File: config.mk
export PLATFORM = sky130hd
export DESIGN_NAME = target_lut_encoder_flat
export DESIGN_NICKNAME = d
export VERILOG_FILES = /design/src/rtl/target_lut_encoder_if.sv /design/src/rtl/target_lut_encoder.sv /design/src/flat_wrapper.sv
export SDC_FILE = /design/constraint.sdc
export NUM_CORES = 1
export LEC_CHECK = 0
export ABC_AREA = 0
export ABC_CLOCK_PERIOD_IN_PS = 4400
export BUFFER_PORTS_ARGS = -buffer_cell sky130_fd_sc_hd__buf_2
export CAP_MARGIN = 30
export CORE_MARGIN = 3
export CORE_UTILIZATION = 35
export CTS_CLUSTER_SIZE = 30
export DETAILED_ROUTE_END_ITERATION = 8
export HOLD_SLACK_MARGIN = 0.1
export PLACE_DENSITY_LB_ADDON = 0.2
export SYNTH_ARGS = -nofsm -noshare
export SYNTH_HDL_FRONTEND = slang
export SYNTH_SLANG_ARGS = --single-unit
File: constraint.sdc
create_clock -name Clk -period 4.4 [get_ports Clk]
set_input_delay 1.1 -clock Clk [delete_from_list [all_inputs] [get_ports Clk]]
set_output_delay 1.1 -clock Clk [all_outputs]
set_load 0.1 [all_outputs]
File: src/rtl/target_lut_encoder_if.sv
// Request/response bundle for target_lut_encoder: table writes, search requests and search results.
interface target_lut_encoder_if #(
    parameter int ADDR_W = 5,
    parameter int TGT_W  = 8
);
    logic              WrEn;
    logic [ADDR_W-1:0] WrAddr;
    logic [TGT_W-1:0]  WrData;
    logic              Start;
    logic [TGT_W-1:0]  Target;
    logic              Busy;
    logic              Done;
    logic              Hit;
    logic [ADDR_W-1:0] Addr;
    logic              MultiHit;

    modport master (
        output WrEn, WrAddr, WrData, Start, Target,
        input  Busy, Done, Hit, Addr, MultiHit
    );

    modport slave (
        input  WrEn, WrAddr, WrData, Start, Target,
        output Busy, Done, Hit, Addr, MultiHit
    );
endinterface

File: src/rtl/target_lut_encoder.sv
// Reverse branch-target lookup: sequentially scans a writable target table for a PC and returns its index.
// Optional macro TARGET_LUT_ENC_MULTIHIT_EN: always scan every entry and flag multiple matches on MultiHit.
module target_lut_encoder #(
    parameter int ADDR_W = 5,
    parameter int TGT_W  = 8,
    parameter int DEPTH  = 16
) (
    input  logic                 Clk,
    input  logic                 Reset_n,
    target_lut_encoder_if.slave  bus
);
    typedef enum logic [1:0] {IDLE, SEARCH, DONE} state_t;

    localparam logic [ADDR_W-1:0] LAST_IDX = ADDR_W'(DEPTH - 1);
    localparam logic [TGT_W-1:0]  RST_DATA = TGT_W'(1);

    state_t            r_state;
    logic [TGT_W-1:0]  r_table [DEPTH];
    logic              r_valid [DEPTH];
    logic [TGT_W-1:0]  r_tgt;
    logic [ADDR_W-1:0] r_idx;
    logic              r_busy;
    logic              r_done;
    logic              r_hit;
    logic [ADDR_W-1:0] r_addr;
    logic [DEPTH-1:0]  w_hit_vec;
    logic              w_match;

    // Per-entry compare gated by the scan pointer; avoids indexing the table with a wider pointer.
    generate
        for (genvar gi = 0; gi < DEPTH; gi++) begin : g_cmp
            assign w_hit_vec[gi] = r_valid[gi] && (r_table[gi] == r_tgt) && (r_idx == ADDR_W'(gi));
        end
    endgenerate

    assign w_match = |w_hit_vec;

    // Addresses at or above DEPTH never equal any entry index, so such writes fall away.
    always_ff @(posedge Clk or negedge Reset_n) begin
        if (!Reset_n) begin
            for (int i = 0; i < DEPTH; i++) begin
                r_table[i] <= RST_DATA;
                r_valid[i] <= 1'b0;
            end
        end else if (bus.WrEn) begin
            for (int i = 0; i < DEPTH; i++) begin
                if (bus.WrAddr == ADDR_W'(i)) begin
                    r_table[i] <= bus.WrData;
                    r_valid[i] <= 1'b1;
                end
            end
        end
    end

`ifdef TARGET_LUT_ENC_MULTIHIT_EN
    logic              r_found;
    logic [ADDR_W-1:0] r_first_idx;
    logic              r_multi_acc;
    logic              r_multi;
`endif

    always_ff @(posedge Clk or negedge Reset_n) begin
        if (!Reset_n) begin
            r_state <= IDLE;
            r_tgt   <= '0;
            r_idx   <= '0;
            r_busy  <= 1'b0;
            r_done  <= 1'b0;
            r_hit   <= 1'b0;
            r_addr  <= '0;
`ifdef TARGET_LUT_ENC_MULTIHIT_EN
            r_found     <= 1'b0;
            r_first_idx <= '0;
            r_multi_acc <= 1'b0;
            r_multi     <= 1'b0;
`endif
        end else begin
            case (r_state)
                IDLE: begin
                    r_done <= 1'b0;
                    if (bus.Start) begin
                        r_tgt   <= bus.Target;
                        r_idx   <= '0;
                        r_busy  <= 1'b1;
                        r_hit   <= 1'b0;
                        r_addr  <= '0;
                        r_state <= SEARCH;
`ifdef TARGET_LUT_ENC_MULTIHIT_EN
                        r_found     <= 1'b0;
                        r_first_idx <= '0;
                        r_multi_acc <= 1'b0;
                        r_multi     <= 1'b0;
`endif
                    end
                end
                SEARCH: begin
`ifdef TARGET_LUT_ENC_MULTIHIT_EN
                    if (w_match && !r_found) begin
                        r_found     <= 1'b1;
                        r_first_idx <= r_idx;
                    end
                    if (w_match && r_found) begin
                        r_multi_acc <= 1'b1;
                    end
                    if (r_idx == LAST_IDX) begin
                        r_state <= DONE;
                        r_done  <= 1'b1;
                        r_hit   <= r_found | w_match;
                        r_addr  <= r_found ? r_first_idx : (w_match ? r_idx : '0);
                        r_multi <= r_multi_acc | (r_found & w_match);
                    end else begin
                        r_idx <= r_idx + ADDR_W'(1);
                    end
`else
                    if (w_match) begin
                        r_state <= DONE;
                        r_done  <= 1'b1;
                        r_hit   <= 1'b1;
                        r_addr  <= r_idx;
                    end else if (r_idx == LAST_IDX) begin
                        r_state <= DONE;
                        r_done  <= 1'b1;
                        r_hit   <= 1'b0;
                        r_addr  <= '0;
                    end else begin
                        r_idx <= r_idx + ADDR_W'(1);
                    end
`endif
                end
                DONE: begin
                    r_done  <= 1'b0;
                    r_busy  <= 1'b0;
                    r_state <= IDLE;
                end
                default: begin
                    r_done  <= 1'b0;
                    r_busy  <= 1'b0;
                    r_state <= IDLE;
                end
            endcase
        end
    end

    assign bus.Busy = r_busy;
    assign bus.Done = r_done;
    assign bus.Hit  = r_hit;
    assign bus.Addr = r_addr;
`ifdef TARGET_LUT_ENC_MULTIHIT_EN
    assign bus.MultiHit = r_multi;
`else
    assign bus.MultiHit = 1'b0;
`endif

endmodule
File: src/flat_wrapper.sv
// flat-port wrapper written by rule: the top's interface ports become plain ports
module target_lut_encoder_flat 
#(
    parameter int ADDR_W = 5,
    parameter int TGT_W  = 8,
    parameter int DEPTH  = 16
)
  (Clk, Reset_n, bus_WrEn, bus_WrAddr, bus_WrData, bus_Start, bus_Target, bus_Busy, bus_Done, bus_Hit, bus_Addr, bus_MultiHit);
  target_lut_encoder_if #(.ADDR_W(ADDR_W), .TGT_W(TGT_W)) bus_i ();
  input  logic Clk;
  input  logic Reset_n;
  input wire logic [$bits(bus_i.WrEn)-1:0] bus_WrEn;
  input wire logic [$bits(bus_i.WrAddr)-1:0] bus_WrAddr;
  input wire logic [$bits(bus_i.WrData)-1:0] bus_WrData;
  input wire logic [$bits(bus_i.Start)-1:0] bus_Start;
  input wire logic [$bits(bus_i.Target)-1:0] bus_Target;
  output wire logic [$bits(bus_i.Busy)-1:0] bus_Busy;
  output wire logic [$bits(bus_i.Done)-1:0] bus_Done;
  output wire logic [$bits(bus_i.Hit)-1:0] bus_Hit;
  output wire logic [$bits(bus_i.Addr)-1:0] bus_Addr;
  output wire logic [$bits(bus_i.MultiHit)-1:0] bus_MultiHit;
  assign bus_i.WrEn = bus_WrEn;
  assign bus_i.WrAddr = bus_WrAddr;
  assign bus_i.WrData = bus_WrData;
  assign bus_i.Start = bus_Start;
  assign bus_i.Target = bus_Target;
  assign bus_Busy = bus_i.Busy;
  assign bus_Done = bus_i.Done;
  assign bus_Hit = bus_i.Hit;
  assign bus_Addr = bus_i.Addr;
  assign bus_MultiHit = bus_i.MultiHit;
  target_lut_encoder #(.ADDR_W(ADDR_W), .TGT_W(TGT_W), .DEPTH(DEPTH)) u_core (.Clk(Clk), .Reset_n(Reset_n), .bus(bus_i));
endmodule
==> impl_results.md, run 1 <==
- Post-Syn Instances: 640
- Remaining DRCs: 0
- Layout cells sized above 1: 34.0%
- Initial antenna violation count: 1
- Synthesized Nets: 670
- Syn avg cell area: 12.8 µm²
- CTS resizes: 0
- P&R area growth vs syn: 12.0%
- Initial DRC Count: 285
- Lkg Pwr: 3.96 nW
- First-pass GRT wire length: 32.2 mm
- Crit path time final: 2.91 ns
- Multi-input logic area: 3640 µm²
- Num rows: 55
- Register area share after synthesis: 51.3%
- Sequential power share: 40.5%
- Initial core utilization: 35.9%
- Status: finished clean
- Total GRT Usage: 16.6%
- Final setup vio count: 0
- HP Class: register to register
- CTS Buffer Depth: 2
- Final worst path period share: 66.2%
- CTS tree: yes
- Total Power: 0.00577 W
- CP max stage delay: 0.53 ns
- Gate power share: 33.5%
- Synth warnings: 0
- CP Capture Type: register
- # port buffers: 32
- Max_cap viols: 0
- Top delay family on crit path: simple AND/OR/NAND/NOR gates
- Clk slew on worst S/H paths: 0.06 ns
- CP max stage cell: nor2b_1
- DR pass1 iterations: 4
- Fmax: 344 MHz
- Sw Ratio: 35.6%
- Fillers: 2186
- Switch Pwr: 0.00205 W
- Synth Cell Area: 8190 µm²
- Commonest non-fill, non-tap cells in the layout: dfrtp_1 (151), mux2_2 (130), xnor2_1 (96)
- TritonCTS sink count: 167
- Setup tns final: 0 ns
- Critical path type: register to register
- Worst slew pin tran: 0.921 ns
- Synth area leaders: dfrtp_1 (46%), mux2_2 (18%), xnor2_1 (10%)
- Post-CTS Setup Inserts: 0
- DIE HEIGHT: 159 µm
- Buf+Inv Stages, Crit Path: 1
- Worst vdd ir: 274 µV
- Antenna Violating Nets Remaining: 0
- Largest net degree at the start of global routing: 66
- Vias post-DR: 4977
- Clk_lat worst skew: 0.42 ns
- DP Wirelength: 13.5 mm
- Vias in the first global route: 5296
- Maximum fanout along the worst path: 6
- Commonest non-fill, non-tap cell in the layout: dfrtp_1
- CTS Buf Count: 17
- WP data required: 4.75 ns
- Post-layout worst setup margin: 1.49 ns
- Slew Limit Fails: 0
- Final Skew: 0.00892 ns
- Wirelength per Cell: 20.3 µm
- Setup crit start kind: register
- Core area: 22800 µm²
- Cell variety after synth: 43
- Area leader, netlist: dfrtp_1
- Hold buffers post-CTS: 0
- Total gr overflow: 0
- RSZ-0062 raised after global routing: no
- Cell area power density: 629 nW/µm²
- Worst path cell trace: inv_1 -> ha_1 -> nor2b_1 -> nand3_1 -> nor3_1 -> nor4_1 -> and3_1 -> a21oi_1 -> a32o_1
- WHS: 0.461 ns
- Register Area: 4200 µm²
- Clock share of power: 26.1%
- Root Buffer: clkbuf_16
- Yosys reg bits: 167
- Worst EP arrival: 3.26 ns
- Layout Nets: 705
- Die span in x: 159 µm
- CTS H-tree depth: 4
- Gpl congestion: 0.788
- Routed WL: 20.3 mm
- Vias per inst: 4.97
- Max_slew headroom: 38.6%
- Dpl ws: 1.32 ns
- I/O pin total: 34
- Share of Yosys cell area claimed by the top area cell type: 46.2%
- Internal power: 0.00371 W
- Die outline area: 25300 µm²
- Final hold vios: 0
## metal layers
layer / global-route usage [%] / vias to the layer above / wire length, µm / part of all wire (%)
met5: 0 / - / 0 / 0
met4: 4.70 / 0 / 310 / 1.5
met3: 3.39 / 17 / 492 / 2.4
met2: 27.1 / 54 / 9930 / 49
met1: 22.6 / 2612 / 9590 / 47
li1: - / 2294 / - / -
## flip-flops by register name (all words and copies together), names as in the netlist
signal / flops
u_core.bus.Busy: 1
u_core.bus.Done: 1
u_core.r_valid: 16
u_core.r_table: 128
u_core.r_tgt: 8
u_core.bus.Addr: 5
u_core.r_state: 2
u_core.r_idx: 5
u_core.bus.Hit: 1
## cells in the mapped netlist
| cell type | instances |
|---|---|
| dfrtp_1 | 151 |
| mux2_2 | 130 |
| xnor2_1 | 96 |
| nand2_1 | 39 |
| nand4_1 | 33 |
| xor2_1 | 31 |
| dfstp_2 | 16 |
| clkbuf_1 | 13 |
| nand2b_1 | 11 |
| nor2_1 | 10 |
| nor2b_1 | 10 |
| nor4_1 | 9 |
| buf_12 | 8 |
| buf_6 | 8 |
| inv_1 | 7 |
| nand3_1 | 6 |
| nor3_1 | 6 |
| or2_2 | 6 |
| a32o_1 | 5 |
| and3_1 | 5 |
| ha_1 | 5 |
| a21oi_1 | 4 |
| nor3b_1 | 3 |
| o32ai_1 | 3 |
| a31oi_1 | 2 |
| buf_2 | 2 |
| nand3b_1 | 2 |
| nor3_2 | 2 |
| o21a_1 | 2 |
| o21ai_0 | 2 |
| a211o_1 | 1 |
| a21o_1 | 1 |
| a221o_1 | 1 |
| buf_4 | 1 |
| conb_1 | 1 |
| mux2i_1 | 1 |
| nand3b_2 | 1 |
| nand4b_1 | 1 |
| nor2_2 | 1 |
| nor3b_2 | 1 |
| nor4_2 | 1 |
| nor4b_1 | 1 |
| or3_1 | 1 |
## cell families after synthesis
kind of cell	Yosys count	share of synthesized area, %
xor gates and xnor gates	127	13.6
and+or+nand+nor	149	10.1
DFF	167	51.3
buffers and inverters	39	4.19
muxes	131	18.0
other	1	0.0458
AOI/OAI and AO/OA	21	1.96
adders and majority gates	5	0.764
## final timing paths
kind                                     from                   to  slack (ns)  cells after the start
max in group asynchronous             Reset_n    u_core.r_table[8]        2.75                      2
min reg2reg                u_core.r_valid[13]   u_core.r_valid[13]        0.46                      1
min                        u_core.r_valid[13]   u_core.r_valid[13]        0.46                      1
max reg2reg                   u_core.r_idx[0]   u_core.bus.Addr[1]        1.49                      9
min in group asynchronous             Reset_n  u_core.r_table[110]        0.64                      1
max                           u_core.r_idx[0]   u_core.bus.Addr[1]        1.49                      9
## final cells by class
type / count / share of cell area (%)
Timing Repair Buffer: 48 / 3.48
Multi-Input combinational cell: 434 / 39.7
Tap cell: 313 / 4.27
Inverter: 7 / 0.287
Clock buffer: 22 / 4.95
Clock inverter: 10 / 1.42
Antenna cell: 1 / 0.0273
Sequential cell: 167 / 45.8
## power by group through the flow
stage / combinational, W / clock [W] / sequential (W)
final: 0.00193 / 0.00150 / 0.00233
after global routing: 0.00211 / 0.00160 / 0.00238
after CTS: 0.00196 / 0.00154 / 0.00233
after detailed placement: 0.00194 / 0 / 0.00236
after global placement: 0.00189 / 0 / 0.00236
after floorplan: 0.00157 / 0 / 0.00230
## through the flow
step	cells	cell area (µm²)	util [%]
final	1002	9170	40.2
after global routing	1002	9170	40.2
after CTS	1001	9160	40.2
after detailed placement	969	8580	37.7
after global placement	968	8550	37.5
after floorplan	640	8190	-
No activity file was read; power rests on OpenSTA's default activity.
==> run 2: changes to the inputs <==
--- a/config.mk
+++ b/config.mk
@@ -6,7 +6,7 @@
 export NUM_CORES = 1
 export LEC_CHECK = 0
 export ABC_AREA = 0
-export ABC_CLOCK_PERIOD_IN_PS = 4400
+export ABC_CLOCK_PERIOD_IN_PS = 2350
 export BUFFER_PORTS_ARGS = -buffer_cell sky130_fd_sc_hd__buf_2
 export CAP_MARGIN = 30
 export CORE_MARGIN = 3
==> constraint.sdc (replaced) <==
create_clock -name Clk -period 2.35 [get_ports Clk]
set_input_delay 0.5875 -clock Clk [delete_from_list [all_inputs] [get_ports Clk]]
set_output_delay 0.5875 -clock Clk [all_outputs]
set_load 0.1 [all_outputs]
==> run 2 against run 1 <==
Compared with the run above: the run now ends with setup timing left; die area unchanged; critical path type unchanged; hold slack worse by 0.11 ns; maximum frequency increased by 22%; global-route usage is 1.5 points higher; first-iteration DRC count increased by 0.35%.
==> impl_results.md, run 2 (synthesis gave the netlist of run 1 again) <==
- Status: finished with violations
- Vias per inst: 5.02 (+1.0%)
- Failing checks: setup timing
- Wirelength per Cell: 21.2 µm (+4.7%)
- Total GRT Usage: 18.1% (+1.5 points)
- WP data required: 2.66 ns (-2.09 ns)
- R2R cell count: 10 (+1)
- Worst slew pin tran: 0.688 ns (-0.232 ns)
- Commonest non-fill, non-tap cell in the layout: dfrtp_1
- CP Capture Type: register
- Post-route insts no fill: 1050 (+4.8%)
- Dpl cells: 1003 (+3.5%)
- FF-to-FF End: u_core.r_idx[2]
- CTS tree: yes
- Lkg Pwr: 4.32 nW (+9.2%)
- Num rows: 55 (unchanged)
- HP Class: input port to register
- N_diodes: 0 (-1)
- Vias in the first global route: 5746 (+8.5%)
- CTS Buffer Depth: 2 (unchanged)
- Layout cells sized above 1: 43.8% (+9.8 points)
- Hold wc startpoint: bus_Target[1]
- Die outline area: 25300 µm² (unchanged)
- Clk_lat worst skew: 0.43 ns (about the same)
- Die span in x: 159 µm (unchanged)
- Root Buffer: clkbuf_16
- # port buffers: 32 (unchanged)
- CTS Buf Count: 17 (unchanged)
- Slew Limit Fails: 0 (unchanged)
- Final Skew: 0.00764 ns (-0.00127 ns)
- TritonCTS sink count: 167 (unchanged)
- Setup tns final: -0.116 ns (-0.116 ns)
- Hold Crit Depth: 3 (+2)
- WHS Endpoint: u_core.r_tgt[1]
- Maximum fanout along the worst path: 5 (-1)
- Clk slew on worst S/H paths: 0.06 ns (about the same)
- Gpl congestion: 0.808 (+2.6%)
- Initial antenna violation count: 0 (-1)
- Critical path type: register to register
- Final hold vios: 0 (unchanged)
- Worst EP arrival: 2.69 ns (-0.57 ns)
- DP Wirelength: 14.3 mm (+5.9%)
- CTS H-tree depth: 4 (unchanged)
- Final setup vio count: 7 (+7)
- Initial DRC Count: 286 (+0.35%)
- Core area: 22800 µm² (unchanged)
- Setup crit start kind: register
- Commonest non-fill, non-tap cells in the layout: dfrtp_1 (148), mux2_2 (128), xnor2_1 (93)
- Max reg flops: 128 (unchanged)
- Max_cap viols: 0 (unchanged)
- Crit path time final: 2.39 ns (-0.525 ns)
- Layout Nets: 755 (+7.1%)
- P&R area growth vs syn: 22.0%
- RSZ-0062 raised after global routing: yes
- Fillers: 2085 (-4.6%)
- Reg2Reg Launch Point: u_core.r_tgt[0]
- First-pass GRT wire length: 34.9 mm (+8.2%)
- Antenna Violating Nets Remaining: 0 (unchanged)
- Regs by FF count: u_core.r_table x128, u_core.r_valid x16, u_core.r_tgt x8
- Cell area power density: 1200 nW/µm² (+91%)
- DR pass1 iterations: 4 (unchanged)
- Post-layout worst setup margin: -0.0355 ns (-1.52 ns)
- Routed WL: 22.3 mm (+9.7%)
- Vias post-DR: 5270 (+5.9%)
- DIE HEIGHT: 159 µm (unchanged)
- Remaining DRCs: 0 (unchanged)
- Final worst path period share: 102% (+35 points)
- Largest net degree at the start of global routing: 66 (unchanged)
- I/O pin total: 34 (unchanged)
- Total gr overflow: 0 (unchanged)
- Fmax: 419 MHz (+22%)
- Worst vdd ir: 627 µV (+130%)
- Initial core utilization: 35.9% (unchanged)
- Top reg by flops: u_core.r_table
- Max_slew headroom: 54.0% (+15 points)
- Worst reg2reg setup slack: -0.04 ns (-1.52 ns)
## run 2: changes by cell type in the layout (fill, tap and decap cells not counted), moves of 4 or more
cell | before | now
buf_4 | 14 | 48
nor4_1 | 9 | 5
nor2b_4 | 0 | 4
buf_6 | 1 | 6
nor2b_1 | 10 | 5
buf_12 | 1 | 12
nor3_2 | 2 | 7
nor3_1 | 6 | 1
ha_1 | 5 | 1
## run 2: stage by stage
stage / hold slack (ns) / worst slack [ns] / util, % / total power, W / cell area (µm²)
finish: 0.353 / -0.0355 / 43.8 / 0.0120 / 9980
global route: 0.371 / -0.143 / 43.8 / 0.0127 / 9980
CTS: 0.338 / -0.0227 / 43.2 / 0.0119 / 9850
detailed placement: 0.444 / -0.610 / 39.2 / 0.00852 / 8930
global placement: 0.444 / -0.538 / 39.2 / 0.00843 / 8930
floorplan: 0.292 / 0.0305 / - / 0.00724 / 8190
## run 2: area by class of cell
class	count	area (µm²)	area share (%)
clock buffers	22	464	4.65
clock inverters	9	151	1.52
inverters	7	26.3	0.263
multi-input cells	434	3910	39.2
flip-flops and latches	167	4200	42.1
well taps	313	392	3.92
repair buffers	98	833	8.35
## run 2: where the power goes
part           switching (W)  leakage (nW)  internal (W)
combinational        0.00258          1.95       0.00237
sequential          0.000508          2.07       0.00358
clock                0.00114         0.300       0.00183
total                0.00423          4.32       0.00777
## run 2: worst max-delay path, stage by stage, from the launching register on
cell and delay (ns):
dfrtp_2 0.44, buf_12 0.16, buf_12 0.13, buf_6 0.12
xnor2_2 0.13, nand4_1 0.15, o32ai_4 0.12, nor4_4 0.30
nand3b_4 0.16, o21a_4 0.24, a221o_1 0.31
## run 2: metal layers
metal  global-route usage (%)  wire, µm
met3                     2.97       621
met5                        0         0
met2                     31.1     11300
met1                     23.6      9910
met4                     5.77       498
## run 2: worst max-delay path by stage
| stage | slack [ns] | endpoint | startpoint | cells past startpoint |
|---|---|---|---|---|
| 3_5_place_dp | -0.61 | u_core.bus.Addr[3] | u_core.r_idx[0] | 10 |
| 2_1_floorplan | 0.03 | u_core.r_idx[1] | u_core.r_idx[0] | 10 |
| 5_1_grt | -0.14 | u_core.bus.Addr[3] | u_core.r_tgt[2] | 11 |
| 3_3_place_gp | -0.54 | u_core.bus.Addr[0] | u_core.r_idx[0] | 10 |
| 6_report | -0.04 | u_core.r_idx[2] | u_core.r_tgt[0] | 10 |
| 4_1_cts | -0.02 | u_core.r_idx[3] | u_core.r_tgt[0] | 12 |
## run 2: timing repair
action                     4_1_cts  5_1_grt
gates resized for setup         33       29
buffers inserted                13        3
cloned                           1        0
hold buffers                     1        0
hold endpoints to repair        21        0
pin swaps                       13       23
setup endpoints to repair       14       14
